===== config.mk =====
export PLATFORM = sky130hd
export DESIGN_NAME = cpu_oci_access_sched
export DESIGN_NICKNAME = d
export VERILOG_FILES = /design/src/rtl/cpu_oci_access_sched.sv
export SDC_FILE = /design/constraint.sdc
export NUM_CORES = 1
export LEC_CHECK = 0
export ABC_AREA = 1
export BUFFER_PORTS_ARGS = -buffer_cell sky130_fd_sc_hd__buf_2
export CORE_MARGIN = 2
export CORE_UTILIZATION = 45
export CTS_CLUSTER_SIZE = 40
export DETAILED_ROUTE_END_ITERATION = 16
export GPL_TIMING_DRIVEN = 0
export PLACE_DENSITY = 0.75
export SETUP_SLACK_MARGIN = 0.15
export SYNTH_ARGS = -nofsm -noshare
export SYNTH_HDL_FRONTEND = slang
export SYNTH_SLANG_ARGS = --single-unit
export TNS_END_PERCENT = 1

===== constraint.sdc =====
create_clock -name clk -period 3.4 [get_ports clk]
set_clock_uncertainty 0.05 [all_clocks]
set_input_delay 0.51 -clock clk [delete_from_list [all_inputs] [get_ports clk]]
set_output_delay 0.51 -clock clk [all_outputs]
set_load 0.01 [all_outputs]

===== src/rtl/cpu_oci_access_sched.sv =====
// cpu_oci_access_sched: shares one debug RAM port between CPU accesses and JTAG OCI commands.
// Define OCI_SCHED_STARVE_GUARD_EN to bound how long a pending JTAG command can be starved by the CPU.

module cpu_oci_access_sched #(
   parameter int ADDR_W       = 8,
   parameter int STARVE_LIMIT = 4
) (
   input  logic              clk,
   input  logic              reset_n,
   input  logic [37:0]       jdo,
   input  logic              take_action_ocimem_a,
   input  logic              take_no_action_ocimem_a,
   input  logic              take_action_ocimem_b,
   input  logic              jtag_ovr_clr,
   input  logic              cpu_req,
   input  logic              cpu_we,
   input  logic [ADDR_W-1:0] cpu_addr,
   input  logic [31:0]       cpu_wdata,
   output logic              cpu_gnt,
   output logic              cpu_rvalid,
   output logic [31:0]       cpu_rdata,
   output logic [ADDR_W-1:0] mem_addr,
   output logic [31:0]       mem_wdata,
   output logic              mem_we,
   output logic              mem_re,
   input  logic [31:0]       mem_rdata,
   output logic [31:0]       jtag_rdata,
   output logic              jtag_busy,
   output logic              jtag_overrun
);

   typedef enum logic [1:0] {IDLE, JACC, JRD, CACC} state_t;

   localparam logic [ADDR_W-1:0] ADDR_ONE = ADDR_W'(1);

   state_t            state;
   state_t            state_next;
   logic              jtag_pend;
   logic              jtag_wr;
   logic [ADDR_W-1:0] jtag_addr;
   logic [31:0]       jtag_wdata;
   logic              strobe_any;
   logic              strobe_accept;
   logic              strobe_drop;
   logic              grant_jtag;
   logic              grant_cpu;
   logic              jtag_done;
   logic              jtag_ok;
   logic              unused_jdo;

   assign unused_jdo    = ^{jdo[37:35], jdo[2:0]};
   assign strobe_any    = take_action_ocimem_a | take_no_action_ocimem_a | take_action_ocimem_b;
   assign strobe_accept = strobe_any & ~jtag_pend;
   assign strobe_drop   = strobe_any & jtag_pend;
   assign jtag_busy     = jtag_pend;
   assign cpu_rdata     = mem_rdata;

`ifdef OCI_SCHED_STARVE_GUARD_EN
   localparam int STARVE_W = $clog2(STARVE_LIMIT + 1);
   localparam logic [STARVE_W-1:0] STARVE_MAX = STARVE_W'(STARVE_LIMIT);

   logic [STARVE_W-1:0] starve_cnt;

   // JTAG yields to the CPU until the CPU has been served STARVE_LIMIT times in a row
   assign jtag_ok = !cpu_req || (starve_cnt == STARVE_MAX);

   always_ff @(posedge clk) begin
      if (!reset_n) begin
         starve_cnt <= '0;
      end else if (grant_jtag) begin
         starve_cnt <= '0;
      end else if (grant_cpu && jtag_pend && (starve_cnt != STARVE_MAX)) begin
         starve_cnt <= starve_cnt + STARVE_W'(1);
      end
   end
`else
   assign jtag_ok = !cpu_req;
`endif

   always_ff @(posedge clk) begin
      if (!reset_n) begin
         state <= IDLE;
      end else begin
         state <= state_next;
      end
   end

   always_comb begin
      state_next = state;
      grant_jtag = 1'b0;
      grant_cpu  = 1'b0;
      jtag_done  = 1'b0;
      case (state)
         IDLE: begin
            if (jtag_pend && jtag_ok) begin
               grant_jtag = 1'b1;
               state_next = JACC;
            end else if (cpu_req) begin
               grant_cpu  = 1'b1;
               state_next = CACC;
            end
         end
         JACC: begin
            if (jtag_wr) begin
               jtag_done  = 1'b1;
               state_next = IDLE;
            end else begin
               state_next = JRD;
            end
         end
         JRD: begin
            jtag_done  = 1'b1;
            state_next = IDLE;
         end
         CACC: begin
            state_next = IDLE;
         end
         default: begin
            state_next = IDLE;
         end
      endcase
   end

   // Pending JTAG command: jdo is only valid during the strobe, so write data is captured here
   always_ff @(posedge clk) begin
      if (!reset_n) begin
         jtag_pend    <= 1'b0;
         jtag_wr      <= 1'b0;
         jtag_addr    <= '0;
         jtag_wdata   <= '0;
         jtag_rdata   <= '0;
         jtag_overrun <= 1'b0;
      end else begin
         if (strobe_accept) begin
            jtag_pend  <= 1'b1;
            jtag_wr    <= take_action_ocimem_b & ~take_action_ocimem_a & ~take_no_action_ocimem_a;
            jtag_wdata <= jdo[34:3];
            if (take_action_ocimem_a) begin
               jtag_addr <= jdo[ADDR_W+16:17];
            end
         end else if (jtag_done) begin
            jtag_pend <= 1'b0;
            jtag_addr <= jtag_addr + ADDR_ONE;
         end
         if (state == JRD) begin
            jtag_rdata <= mem_rdata;
         end
         if (strobe_drop) begin
            jtag_overrun <= 1'b1;
         end else if (jtag_ovr_clr) begin
            jtag_overrun <= 1'b0;
         end
      end
   end

   // RAM port is registered so the strobes line up exactly with the JACC/CACC cycle
   always_ff @(posedge clk) begin
      if (!reset_n) begin
         mem_addr   <= '0;
         mem_wdata  <= '0;
         mem_we     <= 1'b0;
         mem_re     <= 1'b0;
         cpu_gnt    <= 1'b0;
         cpu_rvalid <= 1'b0;
      end else begin
         mem_we     <= (grant_jtag & jtag_wr) | (grant_cpu & cpu_we);
         mem_re     <= (grant_jtag & ~jtag_wr) | (grant_cpu & ~cpu_we);
         cpu_gnt    <= grant_cpu;
         cpu_rvalid <= (state == CACC) & mem_re;
         if (grant_jtag) begin
            mem_addr  <= jtag_addr;
            mem_wdata <= jtag_wdata;
         end else if (grant_cpu) begin
            mem_addr  <= cpu_addr;
            mem_wdata <= cpu_wdata;
         end
      end
   end

endmodule


Yosys cells after proc, flatten, opt, wreduce, memory -nomap -nowiden
Index checks and enable logic that the tools add are counted.
- word-level logic and storage cells: 67
- output and inout port bits: 110
- register bits after elaboration: 121
- input bits: 118
- reduce and logical (&&, ||, !) cells: 8
- bitwise logic cells: 18
- mux-type cells: 22
- equality and inequality tests: 5
- add/subtract/negate cells: 1
- operators with widths (operator ; number):
    $mux W32 ; 2
    $mux W8 ; 5
    $mux W1 ; 10
    $and A1 B1 Y1 ; 9
    $add A8 B1 Y8 const B ; 1
    $mux W2 ; 3
    $pmux W2 S3 ; 1
    $reduce_bool A2 Y1 ; 3
    $not A1 Y1 ; 5
    $eq A2 B2 Y1 const B ; 2
    $or A1 B1 Y1 ; 4
    $ne A3 B3 Y1 const B ; 1
    $eq A2 B1 Y1 const B ; 1
    $logic_not A2 Y1 ; 1
    $ne A2 B2 Y1 const B ; 1
    $pmux W1 S2 ; 1
    $reduce_and A2 Y1 ; 1
    $reduce_or A2 Y1 ; 1
    $logic_and A1 B1 Y1 ; 1
    $logic_not A1 Y1 ; 1

Logic depth before layout (Yosys ltp)
Gate-level depths: netlist of run 1.
- depth after elaboration: 6
- mapped depth: 9
- depth with buffers taken out: 9

Worst setup path before layout of run 1
No wires, ideal clock.
- kind: in2reg
- from: in take_no_action_ocimem_a
- to: reg jtag_addr[5]
- path slack: 1955 ps
- data arrival time: 1283 ps
- data required time: 3239 ps
- stages: 9
- buffers on the path: 1
- library setup time: 111 ps
- cell sequence: nor2_1 -> nand2_1 -> nand2_2 -> inv_2 -> buf_2 -> nand2_1 -> nand2_1 -> nor2_1 -> nor2_1
- word-level cells in the longest chain between the ends: 5
- elaborated cells between the ends (all ways): 7
- classes of those cells: eq/ne: 1; mux: 1; bitwise: 3; reduce/logical: 2
- RTL lines (item ; line ; text):
    start: declaration ; 12 ; input logic take_no_action_ocimem_a,
    $or A1 B1 Y1 * (2 in a row) ; 52 ; assign strobe_any = take_action_ocimem_a | take_no_action_ocimem_a | take_action_ocimem_b;
    $and A1 B1 Y1 * ; 53 ; assign strobe_accept = strobe_any & ~jtag_pend;
    $ne A2 B2 Y1 (no line) or $reduce_bool A2 Y1 (tied branches) ; - ;
    $reduce_and A2 Y1 (no line) ; - ;
    end signal: assignment ; 139 ; jtag_addr <= jdo[ADDR_W+16:17];
    end signal: assignment ; 143 ; jtag_addr <= jtag_addr + ADDR_ONE;
    end: declaration ; 40 ; logic [ADDR_W-1:0] jtag_addr;
Mark *: on every way between the ends. The rest lies on a longest branch, timed or not.
A chain may end at the register's enable or synchronous reset.

Worst setup path after layout of run 1
- from: reg state[0]
- to: reg mem_addr[2]
- word-level cells in the longest chain between the ends: 3
- elaborated cells between the ends (all ways): 5
- classes of those cells: mux: 3; reduce/logical: 2
- RTL lines (item ; line ; text):
    start: declaration ; 36 ; state_t state;
    start signal: assignment ; 84 ; state <= state_next;
    $logic_not A2 Y1 * ; 93 ; case (state)
    $mux W1 ; 93 ;
    $mux W8 or $reduce_bool A2 Y1 (tied branches) ; - ;
    end signal: assignment ; 171 ; mem_addr <= jtag_addr;
    end signal: assignment ; 174 ; mem_addr <= cpu_addr;
    end: declaration ; 22 ; output logic [ADDR_W-1:0] mem_addr,
Marked as above.

==> results of run 1 <==
## critical path: cells and delay by family (launching register included)
kind	cells	cell delay (ns)
flip-flops	1	0.37
AND/OR/NAND/NOR	3	0.42
AO/OA/AOI/OAI	1	0.16
buffers and inverters	3	0.49
adder cells (fa/ha/maj)	1	0.24
## logic make-up after synthesis
logic type / synth area share
and+or+nand+nor: 0.246
AOI/OAI and AO/OA: 0.145
xor gates and xnor gates: 0.00177
adders and majority gates: 0.0152
DFF: 0.489
buffers and inverters: 0.102
## path summary, 6_finish.rpt
kind | end | from | slack, ns
max reg2reg | mem_addr[2] | state[0] | 1.59
max | mem_addr[2] | state[0] | 1.59
min | mem_we | cpu_we | 0.18
min reg2reg | cpu_rvalid | mem_re | 0.39
## power by group through the flow
stage | Combinational (uW) | Clock (uW) | Sequential (uW)
6_report | 945 | 1850 | 1720
5_1_grt | 1070 | 1940 | 1740
4_1_cts | 951 | 1880 | 1720
3_5_place_dp | 945 | 0 | 1740
3_3_place_gp | 936 | 0 | 1740
2_1_floorplan | 500 | 0 | 1800
## registers in the layout, indices dropped and copies added, names as in the netlist
signal and cells:
jtag_rdata 32, jtag_wdata 32, mem_wdata 32, jtag_addr 8, mem_addr 8, state 2
cpu_gnt 1, cpu_rvalid 1, jtag_busy 1, jtag_overrun 1, jtag_wr 1, mem_re 1
mem_we 1
## final cells by class
type / instances / area (um2)
timing repair buffer: 221 / 1110
clock inverter: 14 / 186
clock buffer: 18 / 428
buffer: 68 / 414
fill: 1013 / 3940
tap: 140 / 175
sequential: 121 / 2420
inverter: 24 / 92.6
multi-input combinational: 455 / 2020
## cells in the mapped netlist (all sizes together)
library cell / count / share of area
a21oi: 26 / 0.026
a21boi: 1 / 0.0023
nand3: 12 / 0.013
buf: 48 / 0.068
dfxtp: 121 / 0.49
nand2: 161 / 0.12
clkinv: 1 / 0.00076
ha: 6 / 0.015
xnor2: 1 / 0.0018
clkbuf: 20 / 0.015
a32o: 1 / 0.0020
inv: 23 / 0.018
nor2: 140 / 0.11
nand3b: 2 / 0.0030
o21ai: 70 / 0.071
a31oi: 35 / 0.044
## per-stage QoR
step                      worst slack (ns)  area [um2]
after detailed placement              1.60        6230
after global routing                  1.38        6850
final                                 1.59        6850
after floorplan                       1.96        4950
after CTS                             1.57        6850
after global placement                1.58        6230
## per-layer routing
metal | wire length, um | up-vias | part of all wire | global-route usage
met4 | 136 | 0 | 0.0094 | 0.0668
met1 | 6160 | 2275 | 0.42 | 0.287
li1 | - | 2614 | - | -
met2 | 6980 | 203 | 0.48 | 0.433
met5 | 0 | - | 0 | 0
met3 | 1230 | 10 | 0.085 | 0.0747
==> results_dict.tcl, run 1 <==
set metrics [dict create \
    irDropWorstVdd_mv 0.343 \
    portBuffers 221 \
    reg2reg_depth 8 \
    final_core_util 0.635 \
    drt_iter0_markers 353 \
    fmax_ghz 0.552 \
    grt_max_degree 17 \
    place_inst 1029 \
    htreeDepth 4 \
    overflow 0 \
    slew_viol_final 0 \
    stdcell_count 1061 \
    critPathKind "reg -> reg" \
    final_cell_mix "buf_2 (234), nand2_1 (158), nor2_1 (139)" \
    power_frac_seq 0.380 \
    cts_setup_buffers 0 \
    p_total_uw 4520 \
    p_sw_uw 1380 \
    drive_gt1_frac 0.340 \
    crit_fanout 10 \
    layout.nets 1032 \
    start_util 0.459 \
    drc 0 \
    hold_buffers 0 \
    start_kind "register" \
    slew_headroom 0.666 \
    max_slew.worst_pin.slew_ns 0.502 \
    p_clk_frac 0.410 \
    syn_nets 792 \
    p_int_uw 3140 \
    num_rows 38 \
    drt-total-wl_mm 14.5 \
    cts-root-buf "clkbuf_8" \
    final_common_cell "buf_2" \
    hold_viol 0 \
    maxCapViolCount 0 \
    antenna_found_initial 0 \
    power.density_nw_per_um2 660 \
    drtAntennaViolNets 0 \
    cts.clk_slew.worst_paths_ns 0.06 \
    cp.required_ns 3.78 \
    finalSetupViolations 0 \
    cts_made_buffers 17 \
    vias 5102 \
    crit_slowest_cell "dfxtp_1" \
    clock_latency_ns 0.51 \
    ys_seq_area_frac 0.489 \
    die_height_um 109 \
    synth_cell_types 24 \
    cts_tree "done" \
    power_frac_comb 0.209 \
    slowest_delay_ns 0.37 \
    clockBufferDepth 2 \
    path_cells "inv_1 -> ha_1 -> nand3_2 -> inv_4 -> nor2_2 -> buf_2 -> nand2_1 -> a31oi_1" \
    p_leak_uw 0.00336 \
    core_um2 10800 \
    yosys_register_bits 121 \
    n_antenna_cell 0 \
    post_drt_wl_per_cell_um 13.7 \
    cts.sink_count 121 \
    crit_path_end_kind "register" \
    grt_pass1_vias 4902 \
    fin_setup_tns_ns 0 \
    die_w_um 109 \
    grt_usage 0.245 \
    ios 228 \
    grt_pass1_wl_mm 22.6 \
    grt_setup_unrepaired "false" \
    firstDrtPassIters 5 \
    hold_class "in -> reg" \
    die_area_um2 11900 \
    viasPerCell 4.81 \
    hold_ws_ns 0.182 \
    syn_area_per_cell_um2 7.42 \
    hpwlAfterDp_mm 10.7 \
    cts_resized 0 \
    ys_warn_count 0 \
    status "completed" \
    hold_depth 2 \
    fin_crit_sh 0.533 \
    synth_cells 668 \
    syn2layout_area_growth_pct 38.3 \
    cp_data_arrival_time_ns 2.19 \
    min_period_ns 1.81 \
    place_congestion 0.859 \
    p_sw_frac 0.305 \
    syn_area_um2 4950 \
]
(Power assumes the default switching activity.)
==> run 2: changes to the inputs <==
==> constraint.sdc (replaced) <==
create_clock -name clk -period 1.8 [get_ports clk]
set_clock_uncertainty 0.05 [all_clocks]
set_input_delay 0.27 -clock clk [delete_from_list [all_inputs] [get_ports clk]]
set_output_delay 0.27 -clock clk [all_outputs]
set_load 0.01 [all_outputs]
==> results_dict.tcl, run 2 (synthesis results as in run 1) <==
set metrics [dict create \
    drtAntennaViolNets 0 \
    hold_viol 0 \
    max_slew.worst_pin.slew_ns 0.529 \
    place_congestion 0.859 \
    ios 228 \
    crit_slowest_cell "dfxtp_2" \
    cp_data_arrival_time_ns 1.91 \
    n_antenna_cell 0 \
    slew_viol_final 0 \
    start_util 0.459 \
    htreeDepth 4 \
    hold_class "in -> reg" \
    grt_pass1_wl_mm 25.8 \
    fmax_ghz 0.632 \
    cts.sink_count 121 \
    critPathKind "reg -> reg" \
    layout.nets 1140 \
    portBuffers 221 \
    final_common_cell "buf_2" \
    path_buf_inv 4 \
    firstDrtPassIters 5 \
    drc 0 \
    p_sw_frac 0.305 \
    hold_ws_ns 0.0148 \
    p_clk_frac 0.393 \
    cts_made_buffers 17 \
    num_rows 38 \
    antenna_found_initial 0 \
    p_total_uw 8920 \
    core_um2 10800 \
    post-place-ws_ns 0.00644 \
    power.density_nw_per_um2 1120 \
    finalWorstSetupSlack_ns 0.219 \
    grt_usage 0.277 \
    hpwlAfterDp_mm 10.7 \
    cts.clk_slew.worst_paths_ns 0.06 \
    power_frac_seq 0.366 \
    die_w_um 109 \
    drt-total-wl_mm 16.7 \
    finalSetupViolations 0 \
    viasPerCell 4.87 \
    status "completed" \
    path_cells "inv_2 -> ha_4 -> nand3_4 -> inv_8 -> nor2_4 -> buf_4 -> buf_2 -> a21oi_1 -> nor2_1" \
    final_cell_mix "buf_2 (232), nand2_1 (157), nor2_1 (138)" \
    min_period_ns 1.58 \
    post_drt_wl_per_cell_um 14.3 \
    fin_crit_sh 0.879 \
    slowest_delay_ns 0.34 \
    grt_setup_unrepaired "false" \
    grt_pass1_vias 5604 \
    irDropWorstVdd_mv 0.652 \
    die_area_um2 11900 \
    drt_iter0_markers 354 \
    p_leak_uw 0.00384 \
    p_sw_uw 2720 \
    grt_max_degree 17 \
    place_inst 1029 \
    p_int_uw 6200 \
    clock_latency_ns 0.51 \
    drive_gt1_frac 0.329 \
    overflow 0 \
    vias 5691 \
    slew_headroom 0.647 \
    syn2layout_area_growth_pct 61.2 \
    reg_top3 "jtag_rdata (32), jtag_wdata (32), mem_wdata (32)" \
    cts_tree "done" \
    clockBufferDepth 2 \
    cp.required_ns 2.13 \
    power_frac_comb 0.242 \
    stdcell_count 1169 \
    start_kind "register" \
    cts-root-buf "clkbuf_8" \
    crit_fanout 7 \
    crit_path_end_kind "register" \
    die_height_um 109 \
    maxCapViolCount 0 \
    critPathTopFamily "buffers and inverters" \
]
## run 2: cell count changes in the layout (fill, tap and decap cells not counted), moves of 2 or more
cell           delta
dlygate4sd3_1    +94
buf_4            +12
buf_6             +4
clkbuf_1          -3
dfxtp_1           -3
buf_2             -2
clkbuf_4          +2
dfxtp_2           +2
ha_1              -2
ha_4              +2
inv_1             -2
## run 2: layout make-up
type / count / area (um2)
fillers: 826 / 2810
clock buffers: 18 / 428
clock inverters: 14 / 186
well taps: 140 / 175
inverters: 24 / 100
repair buffers: 329 / 2150
multi-input cells: 455 / 2070
plain buffers: 68 / 448
flip-flops and latches: 121 / 2430
## run 2: worst paths after layout
path	startpoint	end	slack [ns]	cells after the start
worst max-delay path	state[0]	mem_addr[3]	0.22	9
worst min-delay path	cpu_addr[5]	mem_addr[5]	0.01	3
worst max register to register	state[0]	mem_addr[3]	0.22	9
worst min register to register	mem_re	cpu_rvalid	0.39	2
## run 2: layer usage
layer / wire length (um) / track usage
met1: 6520 / 0.306
met2: 8430 / 0.505
met3: 1420 / 0.0843
met4: 364 / 0.0907
met5: 0 / 0
## run 2: power groups by stage
stage | registers [uW] | logic, uW | clock network (uW)
CTS | 3250 | 2020 | 3540
floorplan | 3410 | 944 | 0
global placement | 3290 | 1770 | 0
global route | 3310 | 2390 | 3670
finish | 3260 | 2160 | 3500
detailed placement | 3290 | 1780 | 0
## run 2: what timing repair did
item,CTS,global route
endpoints found under the setup margin,60,61
gates resized for setup,18,15
pin swaps,1,3
buffers inserted,2,9
cloned,0,3
endpoints found under the hold margin,94,0
hold buffers,94,0
## run 2: tightest hold or removal path, stage by stage
cell and delay [ns]:
buf_2 0.09, nand2_1 0.06, a31oi_1 0.09
## run 2: through the flow
step                setup TNS [ns]   util  area [um2]
floorplan                        0      -        4950
global placement          -0.00248  0.578        6230
detailed placement               0  0.578        6230
CTS                              0  0.729        7870
global route                     0  0.740        7990
finish                           0  0.740        7990
